[config.mk]
export PLATFORM = sky130hd
export DESIGN_NAME = load_store_unit
export DESIGN_NICKNAME = d
export VERILOG_FILES = /design/src/rtl/load_store_unit.sv
export SDC_FILE = /design/constraint.sdc
export NUM_CORES = 1
export LEC_CHECK = 0
export CORE_MARGIN = 5
export CORE_UTILIZATION = 35
export CTS_CLUSTER_DIAMETER = 200
export DETAILED_ROUTE_END_ITERATION = 12
export PLACE_DENSITY = 0.71
export SLEW_MARGIN = 15
export SYNTH_ARGS = -nofsm -noshare
export SYNTH_HDL_FRONTEND = slang
export SYNTH_SLANG_ARGS = --single-unit
export TNS_END_PERCENT = 1
[constraint.sdc]
create_clock -name clk -period 3.8 [get_ports clk]
set_input_delay 0.95 -clock clk [delete_from_list [all_inputs] [get_ports clk]]
set_output_delay 0.95 -clock clk [all_outputs]
set_load 0.005 [all_outputs]
[src/rtl/load_store_unit.sv]
// Load/store unit: accepts byte/half/word loads and stores from the CPU and
// sequences them onto a single-ported, combinational-read data memory.
// Partial stores are done as read-modify-write (READ then WRITE); word stores
// go straight to WRITE; rejected requests respond immediately with resp_err.
module load_store_unit #(
   parameter int MEM_WORDS = 64
) (
   input  logic        clk,
   input  logic        reset,
   input  logic        req_valid,
   output logic        req_ready,
   input  logic        req_write,
   input  logic [1:0]  req_size,
   input  logic        req_unsigned,
   input  logic [31:0] req_addr,
   input  logic [31:0] req_wdata,
   output logic        resp_valid,
   output logic [31:0] resp_rdata,
   output logic        resp_err,
   output logic        mem_read,
   output logic        mem_write,
   output logic [31:0] mem_address,
   output logic [31:0] mem_write_data,
   input  logic [31:0] mem_read_data
);

   localparam logic [1:0] IDLE  = 2'd0;
   localparam logic [1:0] READ  = 2'd1;
   localparam logic [1:0] WRITE = 2'd2;
   localparam logic [1:0] RESP  = 2'd3;

   localparam logic [1:0] SZ_BYTE = 2'b00;
   localparam logic [1:0] SZ_HALF = 2'b01;
   localparam logic [1:0] SZ_WORD = 2'b10;

   localparam logic [31:0] WORD_LIMIT = 32'(MEM_WORDS);

   logic [1:0]  state;
   logic [31:0] addr_q;
   logic [1:0]  size_q;
   logic        write_q;
   logic        uns_q;
   logic [15:0] wdata_q;
   logic        err_q;
   logic [31:0] rdata_q;
   logic [31:0] wword_q;

   logic        req_err;
   logic [7:0]  byte_lane;
   logic [15:0] half_lane;
   logic [31:0] load_result;
   logic [31:0] merged_word;

   // Reject illegal sizes, misaligned accesses and addresses past the memory.
   always_comb begin
      req_err = 1'b0;
      case (req_size)
         SZ_BYTE: req_err = 1'b0;
         SZ_HALF: req_err = req_addr[0];
         SZ_WORD: req_err = (req_addr[1:0] != 2'b00);
         default: req_err = 1'b1;
      endcase
      if ({2'b00, req_addr[31:2]} >= WORD_LIMIT) begin
         req_err = 1'b1;
      end
   end

   // Extract the addressed little-endian lane from the read word and extend it.
   always_comb begin
      byte_lane   = 8'h00;
      half_lane   = 16'h0000;
      load_result = '0;
      case (addr_q[1:0])
         2'd0:    byte_lane = mem_read_data[7:0];
         2'd1:    byte_lane = mem_read_data[15:8];
         2'd2:    byte_lane = mem_read_data[23:16];
         default: byte_lane = mem_read_data[31:24];
      endcase
      half_lane = addr_q[1] ? mem_read_data[31:16] : mem_read_data[15:0];
      case (size_q)
         SZ_BYTE: load_result = {{24{~uns_q & byte_lane[7]}}, byte_lane};
         SZ_HALF: load_result = {{16{~uns_q & half_lane[15]}}, half_lane};
         default: load_result = mem_read_data;
      endcase
   end

   // Merge partial store data into the word read back during READ.
   always_comb begin
      merged_word = mem_read_data;
      if (size_q == SZ_HALF) begin
         if (addr_q[1]) begin
            merged_word[31:16] = wdata_q;
         end else begin
            merged_word[15:0] = wdata_q;
         end
      end else begin
         case (addr_q[1:0])
            2'd0:    merged_word[7:0]   = wdata_q[7:0];
            2'd1:    merged_word[15:8]  = wdata_q[7:0];
            2'd2:    merged_word[23:16] = wdata_q[7:0];
            default: merged_word[31:24] = wdata_q[7:0];
         endcase
      end
   end

   // Sequencer: capture the request in IDLE, then walk READ/WRITE/RESP.
   always_ff @(posedge clk) begin
      if (reset) begin
         state   <= IDLE;
         addr_q  <= '0;
         size_q  <= '0;
         write_q <= 1'b0;
         uns_q   <= 1'b0;
         wdata_q <= '0;
         err_q   <= 1'b0;
         rdata_q <= '0;
         wword_q <= '0;
      end else begin
         case (state)
            IDLE: begin
               if (req_valid) begin
                  addr_q  <= req_addr;
                  size_q  <= req_size;
                  write_q <= req_write;
                  uns_q   <= req_unsigned;
                  wdata_q <= req_wdata[15:0];
                  err_q   <= req_err;
                  rdata_q <= '0;
                  // A word store needs no read-back, so its data is final now.
                  wword_q <= req_wdata;
                  if (req_err) begin
                     state <= RESP;
                  end else if (req_write && (req_size == SZ_WORD)) begin
                     state <= WRITE;
                  end else begin
                     state <= READ;
                  end
               end
            end
            READ: begin
               if (write_q) begin
                  wword_q <= merged_word;
                  state   <= WRITE;
               end else begin
                  rdata_q <= load_result;
                  state   <= RESP;
               end
            end
            WRITE: begin
               state <= RESP;
            end
            default: begin
               state <= IDLE;
            end
         endcase
      end
   end

   // Outputs decode from state and registers only; idle buses are held at 0.
   always_comb begin
      req_ready      = (state == IDLE);
      mem_read       = (state == READ);
      mem_write      = (state == WRITE);
      mem_address    = '0;
      mem_write_data = '0;
      resp_valid     = 1'b0;
      resp_rdata     = '0;
      resp_err       = 1'b0;
      if ((state == READ) || (state == WRITE)) begin
         mem_address = {2'b00, addr_q[31:2]};
      end
      if (state == WRITE) begin
         mem_write_data = wword_q;
      end
      if (state == RESP) begin
         resp_valid = 1'b1;
         resp_rdata = rdata_q;
         resp_err   = err_q;
      end
   end

endmodule

# After elaboration in Yosys (flattened, before gate mapping)
# Index checks and enable logic that the tools add are counted.
[totals] input_bits=103 ff_bits=119 out_inout_bits=101
[op_classes] n_bitwise=3 eq_ne=11 magnitude_cmp=1 reduce_logical=12 mux=28
[ops] op="32-bit 2-to-1 mux" count=7
[ops] op="32-bit one-hot mux with 2 select lines" count=3
[ops] op="16-bit 2-to-1 mux" count=3
[ops] op="8-bit 2-to-1 mux" count=4
[ops] op="30-bit by 7-bit greater-or-equal comparator with 1-bit output (second input constant)" count=1
[ops] op="30-bit 2-to-1 mux" count=1
[ops] op="8-bit one-hot mux with 3 select lines" count=1
[ops] op="2-bit by 1-bit == test with 1-bit output (second input constant)" count=4
[ops] op="2-bit == test (second input constant)" count=4
[ops] op="2-bit zero test" count=4
[ops] op="2-bit 2-to-1 mux" count=3
[ops] op="2-bit one-hot mux with 3 select lines" count=1
[ops] op="3-bit AND reduction" count=2
[ops] op="1-bit 2-to-1 mux" count=4
[ops] op="2-bit != test (second input constant)" count=2
[ops] op="2-bit nonzero test" count=2
[ops] op="1-bit one-hot mux with 3 select lines" count=1
[ops] op="3-bit OR reduction" count=1
[ops] op="1-bit AND" count=2
[ops] op="2-bit by 1-bit != test with 1-bit output (second input constant)" count=1
[ops] op="2-bit AND reduction" count=1
[ops] op="1-bit logical AND" count=1
[ops] op="1-bit logical OR" count=1
[ops] op="1-bit NOT" count=1

# Depth between registers and ports, before layout
# Gate-level depths: netlist (run 1).
[logic_depth] ltp_word=6 ltp_mapped=8 mapped_depth_nobuf=6

# Least setup slack after synthesis (run 1)
# No wires, ideal clock.
[synth_path] path_kind="reg-to-output" start="reg state[0]" end="out resp_rdata[10]" path_buffers=2 path_slack_ns=1.700 arrival_ns=1.150 stages_incl_launch_ff=5 cell_sequence="dfxtp_1 -> ha_1 -> clkbuf_1 -> clkbuf_1 -> and2_1"
[synth_via] elab_chain_len=2
[synth_lines] item="from (decl)" line="38" source="logic [1:0] state;"
[synth_lines] item="from (signal assigned)" line="109" source="state <= IDLE;"
[synth_lines] item="from (signal assigned)" line="132" source="state <= RESP;"
[synth_lines] item="from (signal assigned)" line="134" source="state <= WRITE;"
[synth_lines] item="2-bit == test" line="175" source="if (state == RESP) begin"
[synth_lines] item="32-bit 2-to-1 mux" line="175"
[synth_lines] item="to (decl)" line="18" source="output logic [31:0] resp_rdata,"
# Every way passes these cells.

# Final worst setup path (run 1)
[layout_path] start="reg state[0]" end="out mem_write_data[27]"
[layout_via] elab_chain_len=2
[layout_lines] item="2-bit == test" line="172" source="if (state == WRITE) begin"
[layout_lines] item="32-bit 2-to-1 mux" line="172"
[layout_lines] item="to (decl)" line="23" source="output logic [31:0] mem_write_data,"
# Every way passes these cells.

==> run_results.csv, run 1 <==
group,metric,value,unit
synth,synthMuxAreaShare,0.0672,
layout,diodes,0,
timing,grt_setup_unrepaired,"no",
worst_hold_path,holdCritPathClass,"register to register",
synth,synth_xor_area_frac,0,
clock_network,cts_made_buffers,17,
synth,ys_warn_count,0,
timing,drv_slew,0,
clock_network,cts_tree,"built",
synth,synth_top_family_by_area,"simple AND/OR/NAND/NOR gates",
worst_hold_path,holdCritStartpoint,"addr_q[30]$_SDFFE_PP0P_",
timing,fin_skew,0.00910,ns
setup_path,crit_type,"register to primary output",
global_routing,antenna_found_initial,1,
synth,avgSynthCellArea,8.28,µm²
floorplanning,fp.dieArea,20100,µm²
clock_network,path_clk_slew,0.05,ns
setup_path,path_cells,"inv_1 > ha_1 > buf_4 > and2_1 > clkdlybuf4s50_1",
layout,drive_gt1_frac,0.0793,
floorplanning,core,17200,µm²
synth,ys_seq_area_frac,0.393,
synth,synthAdderAreaFrac,0.00825,
setup_path,critPathRequiredTime,2.85,ns
route,wl,20600,µm
outcome,status,"completed",
synth,synth_compound_area_frac,0.222,
clock_network,cts.sinks,119,
floorplanning,initial_core_util,0.353,
route,via_per_inst,5.22,
setup_path,r2r_end,"wword_q[7]$_SDFFE_PP0P_",
pwr,power-per-cell-area,579,nW/µm²
clock_network,root_buffer,"clkbuf_16",
setup_path,reg2regPathDepth,4,
timing,fin_ws,0.260,ns
global_routing,grt_util_all_layers,0.200,
setup_path,startpoint_type,"register",
layout,fin_util,0.516,
placement,port_buffers,201,
timing,setup_tns,0,ns
global_routing,grt_first_pass_wirelength,31700,µm
synth,syn_area,6070,µm²
clock_network,clock_path_buffers,2,
synth,syn-instance-count,733,
synth,synth_edf_count,0,
clock_network,clk_latency,0.41,ns
setup_path,crit_slowest_cell,"ha_1",
synth,async_reset_ff_frac,0,
route,wl_per_cell,18.0,µm
route,antenna_left,0,
clock_network,ctsHoldBuffers,0,
global_routing,grt_max_degree,55,
global_routing,grt-ovfl-total,0,
clock_network,ctsResizeCount,0,
setup_path,cp_max_fo,27,
layout,final_nets,1014,
setup_path,reg2reg_from,"size_q[0]$_SDFFE_PP0P_",
floorplanning,rows,48,
placement,placed_cells,1113,
layout,area_growth,46.0,%
route,drt_first_pass_iters,5,
timing,slew_headroom,0.372,
setup_path,cpPeakStageDelay,0.79,ns
clock_network,post_cts_buffers,0,
timing,fin_crit,3.54,ns
timing,tightest_slew,0.942,ns
route,drc,0,
timing,clock.fmax,283,MHz
setup_path,end_kind,"primary output",
route,first_iter_violations,426,
layout,fin_cells,1145,
placement,hpwl,14900,µm
floorplanning,fp.dieH,142,µm
job,maxCapViolCount,0,
synth,synth_cell_types,46,
timing,timing.final.crit_share,0.932,
pwr,leakagePower,3.37,nW
setup_path,crit_family,"buffers and inverters",
clock_network,h-tree-depth,4,
timing,hold_violations,0,
placement,dp_worst_setup_slack,0.693,ns
synth,synth_flop_cell,"dfxtp_1",
route,num_vias,5977,
worst_hold_path,min_delay_path_depth,2,
setup_path,reg2reg_setup_slack,1.53,ns
timing,setup_viol,0,
setup_path,path_buf_inv,3,
worst_hold_path,whs_endpoint,"addr_q[30]$_SDFFE_PP0P_",
placement,finalWeightedCongestion,0.912,
pwr,ir_drop,0.417,mV
floorplanning,die_x,142,µm
setup_path,arrival,2.59,ns
global_routing,grt_pass1_vias,5757,
synth,ys_seq_elements,119,
synth,synth_simple_gate_area_frac,0.256,
floorplanning,ioPinCount,204,
[Yosys cell counts, types with 7 or more instances]
library cell	count	share of area
a21oi_1	62	0.051
mux2i_1	25	0.041
buf_2	14	0.012
nor2b_1	9	0.0093
nand2b_1	35	0.036
a32o_1	9	0.015
buf_4	7	0.0087
nor4_1	7	0.0072
inv_1	10	0.0062
o22ai_1	10	0.010
nor2_1	7	0.0043
a221o_1	8	0.013
clkbuf_1	36	0.022
a221oi_1	7	0.010
o21ai_0	29	0.024
mux2_2	14	0.026
a22oi_1	28	0.035
a22o_1	20	0.029
dfxtp_1	119	0.39
nand2_1	128	0.079
and2_1	96	0.099
[placed cells by master, fill, tap and decap left out, types with 13 or more instances in the layout]
cell type	Yosys	final
clkdlybuf4s50_1	0	200
nand2_1	128	127
dfxtp_1	119	119
and2_1	96	95
a21oi_1	62	61
nand2b_1	35	35
o21ai_0	29	29
a22oi_1	28	28
mux2i_1	25	25
a22o_1	20	20
clkbuf_16	0	17
mux2_2	14	14
buf_4	7	13
[kinds of logic after synthesis]
kind of cell / after synthesis
simple gates: 299
compound gates: 200
flops: 119
buf+inv: 71
mux: 39
fa+ha+maj: 4
other cells: 1
[power by group]
group | switching (mW) | internal, mW | total (mW) | leakage, nW
Clock | 0.583 | 1.23 | 1.82 | 0.326
Combinational | 0.880 | 0.721 | 1.60 | 2.07
Sequential | 0.184 | 1.53 | 1.71 | 0.972
Total | 1.65 | 3.48 | 5.13 | 3.37
[registers in the layout (all words and copies together), names as in the netlist]
register  count
err_q         1
wdata_q      16
uns_q         1
wword_q      32
addr_q       32
rdata_q      32
state         2
size_q        2
write_q       1
[final cells by class]
cell class,instances,area [µm²]
tap,225,282
clock buffer,21,480
clock inverter,11,193
timing repair buffer,214,2100
multi-input combinational,544,3370
inverter,11,41.3
fill,1633,8320
sequential,119,2380
[worst max-delay path by stage]
stage	from	endpoint	slack, ns	cells past startpoint
2_1_floorplan	state[0]$_SDFFE_PP0P_	resp_rdata[10]	1.70	4
3_3_place_gp	state[0]$_SDFFE_PP0P_	mem_write_data[22]	0.79	5
3_5_place_dp	state[0]$_SDFFE_PP0P_	mem_write_data[27]	0.69	5
4_1_cts	state[0]$_SDFFE_PP0P_	mem_write_data[27]	0.23	5
5_1_grt	state[0]$_SDFFE_PP0P_	mem_write_data[27]	0.06	5
6_report	state[0]$_SDFFE_PP0P_	mem_write_data[27]	0.26	5
[per-layer routing]
| metal | GRT usage | up-vias | routed length, µm |
|---|---|---|---|
| li1 | - | 2903 | - |
| met1 | 0.254 | 2783 | 8740 |
| met2 | 0.330 | 253 | 9710 |
| met3 | 0.0573 | 36 | 1660 |
| met4 | 0.0601 | 2 | 443 |
| met5 | 0 | - | 11 |
[stage by stage]
step	power, mW	instance area (µm²)	hold slack (ns)
6_report	5.13	8860	0.447
3_5_place_dp	3.32	8180	0.442
5_1_grt	5.40	8860	0.460
4_1_cts	5.15	8860	0.450
3_3_place_gp	3.30	8180	0.437
2_1_floorplan	2.69	6070	0.417
[worst reg2reg max path, cell delays in order, from the launching register on]
cell	delay, ns
dfxtp_1	0.74
nand2b_1	0.52
a21oi_4	0.49
mux2i_1	0.30
o21ai_0	0.11
(Power assumes the default switching activity.)
==> run 2, diff against run 1 <==
--- a/config.mk
+++ b/config.mk
@@ -5,6 +5,7 @@
 export SDC_FILE = /design/constraint.sdc
 export NUM_CORES = 1
 export LEC_CHECK = 0
+export ABC_AREA = 0
 export CORE_MARGIN = 5
 export CORE_UTILIZATION = 35
 export CTS_CLUSTER_DIAMETER = 200
@@ -14,4 +15,3 @@
 export SYNTH_ARGS = -nofsm -noshare
 export SYNTH_HDL_FRONTEND = slang
 export SYNTH_SLANG_ARGS = --single-unit
-export TNS_END_PERCENT = 1
==> results of run 2 <==
Final layout, timing and power as in run 1 (identical DEF).
==> run 3, diff against run 2 <==
--- a/config.mk
+++ b/config.mk
@@ -6,11 +6,13 @@
 export NUM_CORES = 1
 export LEC_CHECK = 0
 export ABC_AREA = 0
+export CELL_PAD_IN_SITES_DETAIL_PLACEMENT = 0
+export CELL_PAD_IN_SITES_GLOBAL_PLACEMENT = 1
 export CORE_MARGIN = 5
 export CORE_UTILIZATION = 35
 export CTS_CLUSTER_DIAMETER = 200
 export DETAILED_ROUTE_END_ITERATION = 12
-export PLACE_DENSITY = 0.71
+export PLACE_DENSITY = 0.91
 export SLEW_MARGIN = 15
 export SYNTH_ARGS = -nofsm -noshare
 export SYNTH_HDL_FRONTEND = slang
==> run 3 against run 2 <==
Sequential power about the same. Non-clock buffer count did not move. Critical endpoint is now mem_address[13]. Register-to-register slack barely moved. Via count fell by 1.8%. Core utilization decreased by 0.40 points. Sequential share of layout area rose by 0.21 points. Final area is 0.78% lower. Wire length down 1.1%. Critical path depth is 1 lower. Flip-flop and latch count is the same. Global-route usage is 0.27 points higher. Clock power decreased by 13%.
==> run_results.csv, run 3 (synthesis results as in run 1) <==
group,metric,value,unit
setup_path,reg2regPathDepth,4,
clock_network,clk_latency,0.42,ns
setup_path,reg2reg_setup_slack,1.53,ns
timing,hold_violations,0,
floorplanning,ioPinCount,204,
timing,drv_slew,0,
clock_network,cts_made_buffers,17,
setup_path,cp-startpoint,"state[0]$_SDFFE_PP0P_",
job,maxCapViolCount,0,
pwr,pwr-share-clk,0.325,
clock_network,root_buffer,"clkbuf_16",
layout,final_nets,1014,
global_routing,grt_first_pass_wirelength,32100,µm
timing,slew_headroom,0.501,
route,wl,20300,µm
clock_network,clock_path_buffers,2,
placement,port_buffers,201,
floorplanning,rows,48,
pwr,power-per-cell-area,555,nW/µm²
pwr,p_sw,1.65,mW
setup_path,end_kind,"primary output",
setup_path,cp_max_fo,32,
placement,hpwl,15300,µm
pwr,internal_power,3.24,mW
timing,setup_viol,0,
clock_network,cts.sinks,119,
clock_network,path_clk_slew,0.06,ns
setup_path,crit_end,"mem_address[13]",
global_routing,grt_util_all_layers,0.203,
floorplanning,fp.dieH,142,µm
clock_network,ctsHoldBuffers,0,
timing,clock.fmax,294,MHz
route,wl_per_cell,17.8,µm
timing,fin_skew,0.00600,ns
pwr,fin_total_pwr,4.88,mW
timing,timing.final.crit_share,0.895,
route,antenna_left,0,
clock_network,cts_tree,"built",
global_routing,antenna_found_initial,1,
setup_path,startpoint_type,"register",
pwr,p_seq_frac,0.351,
route,drc,0,
layout,final_cell_mix,"clkdlybuf4s50_1, nand2_1, dfxtp_1",
layout,fin_area,8790,µm²
floorplanning,initial_core_util,0.353,
route,drt_first_pass_iters,5,
timing,tightest_slew,0.749,ns
floorplanning,die_x,142,µm
placement,placed_cell_area,8200,µm²
clock_network,ctsResizeCount,0,
route,num_vias,5869,
pwr,p_comb_frac,0.323,
pwr,leakagePower,3.33,nW
floorplanning,fp.dieArea,20100,µm²
floorplanning,core,17200,µm²
setup_path,r2r_end,"wword_q[1]$_SDFFE_PP0P_",
layout,area_growth,44.9,%
layout,register_area,2380,µm²
placement,finalWeightedCongestion,0.884,
global_routing,grt_max_degree,53,
layout,diodes,0,
worst_hold_path,holdCritPathClass,"register to register",
layout,fill_cells,1669,
layout,multiInputGateArea,3370,µm²
global_routing,grt-ovfl-total,0,
timing,whs,0.456,ns
setup_path,reg2reg_from,"size_q[0]$_SDFFE_PP0P_",
route,via_per_inst,5.13,
clock_network,post_cts_buffers,0,
layout,layout_commonest_cell,"clkdlybuf4s50_1",
pwr,p_sw_frac,0.337,
timing,fin_crit,3.40,ns
timing,setup_tns,0,ns
outcome,status,"completed",
setup_path,arrival,2.45,ns
global_routing,grt_pass1_vias,5912,
clock_network,h-tree-depth,4,
pwr,ir_drop,0.426,mV
setup_path,critPathRequiredTime,2.85,ns
timing,grt_setup_unrepaired,"no",
route,first_iter_violations,384,
layout,drive_gt1_frac,0.0793,
layout,fin_util,0.512,
layout,reg_top3,"addr_q x32, rdata_q x32, wword_q x32",
setup_path,crit_type,"register to primary output",
## run 3: changes by cell type in the layout (fill, tap and decap cells not counted), sizes merged
cell,previous run,this run
bufinv,5,2
clkbuf,21,18
clkinv,3,7
clkinvlp,2,4
## run 3: area by class of cell
| cell class | count | share of cell area |
|---|---|---|
| clock buffer | 18 | 0.0500 |
| clock inverter | 14 | 0.0174 |
| sequential | 119 | 0.271 |
| tap | 225 | 0.0320 |
| multi-input combinational | 544 | 0.384 |
| inverter | 11 | 0.00470 |
| timing repair buffer | 214 | 0.241 |
## run 3: worst min-delay path by stage
stage                             startpoint                       end  slack, ns  cells past startpoint
floorplan            rdata_q[0]$_SDFFE_PP0P_   rdata_q[0]$_SDFFE_PP0P_       0.42                      2
global placement    wdata_q[12]$_SDFFE_PP0P_  wdata_q[12]$_SDFFE_PP0P_       0.44                      2
detailed placement  wdata_q[12]$_SDFFE_PP0P_  wdata_q[12]$_SDFFE_PP0P_       0.45                      2
CTS                 wdata_q[12]$_SDFFE_PP0P_  wdata_q[12]$_SDFFE_PP0P_       0.45                      2
global route        wdata_q[12]$_SDFFE_PP0P_  wdata_q[12]$_SDFFE_PP0P_       0.47                      2
finish               addr_q[15]$_SDFFE_PP0P_   addr_q[15]$_SDFFE_PP0P_       0.46                      2
## run 3: metal layers
layer	routed length [µm]	GRT usage	vias up
met5	12	0	-
met4	466	0.0672	2
met3	1520	0.0617	35
met2	9440	0.330	204
met1	8900	0.257	2725
li1	-	-	2903
## run 3: worst max-delay path, cell delays in order, from the launching register on
cell and delay (ns):
dfxtp_1 0.41, inv_1 0.09, ha_1 0.78, and2_1 0.24
clkdlybuf4s50_1 0.50
## run 3: power groups by stage
stage / Sequential, mW / Clock, mW / Combinational (mW)
after global placement: 1.74 / 0 / 1.55
after detailed placement: 1.74 / 0 / 1.58
final: 1.71 / 1.59 / 1.58
after CTS: 1.71 / 1.62 / 1.59
after floorplan: 1.65 / 0 / 1.04
after global routing: 1.75 / 1.67 / 1.75
## run 3: stage by stage
step	worst slack, ns	instances
5_1_grt	0.220	1145
2_1_floorplan	1.70	734
6_report	0.400	1145
3_5_place_dp	0.804	1113
4_1_cts	0.343	1145
3_3_place_gp	0.935	1113
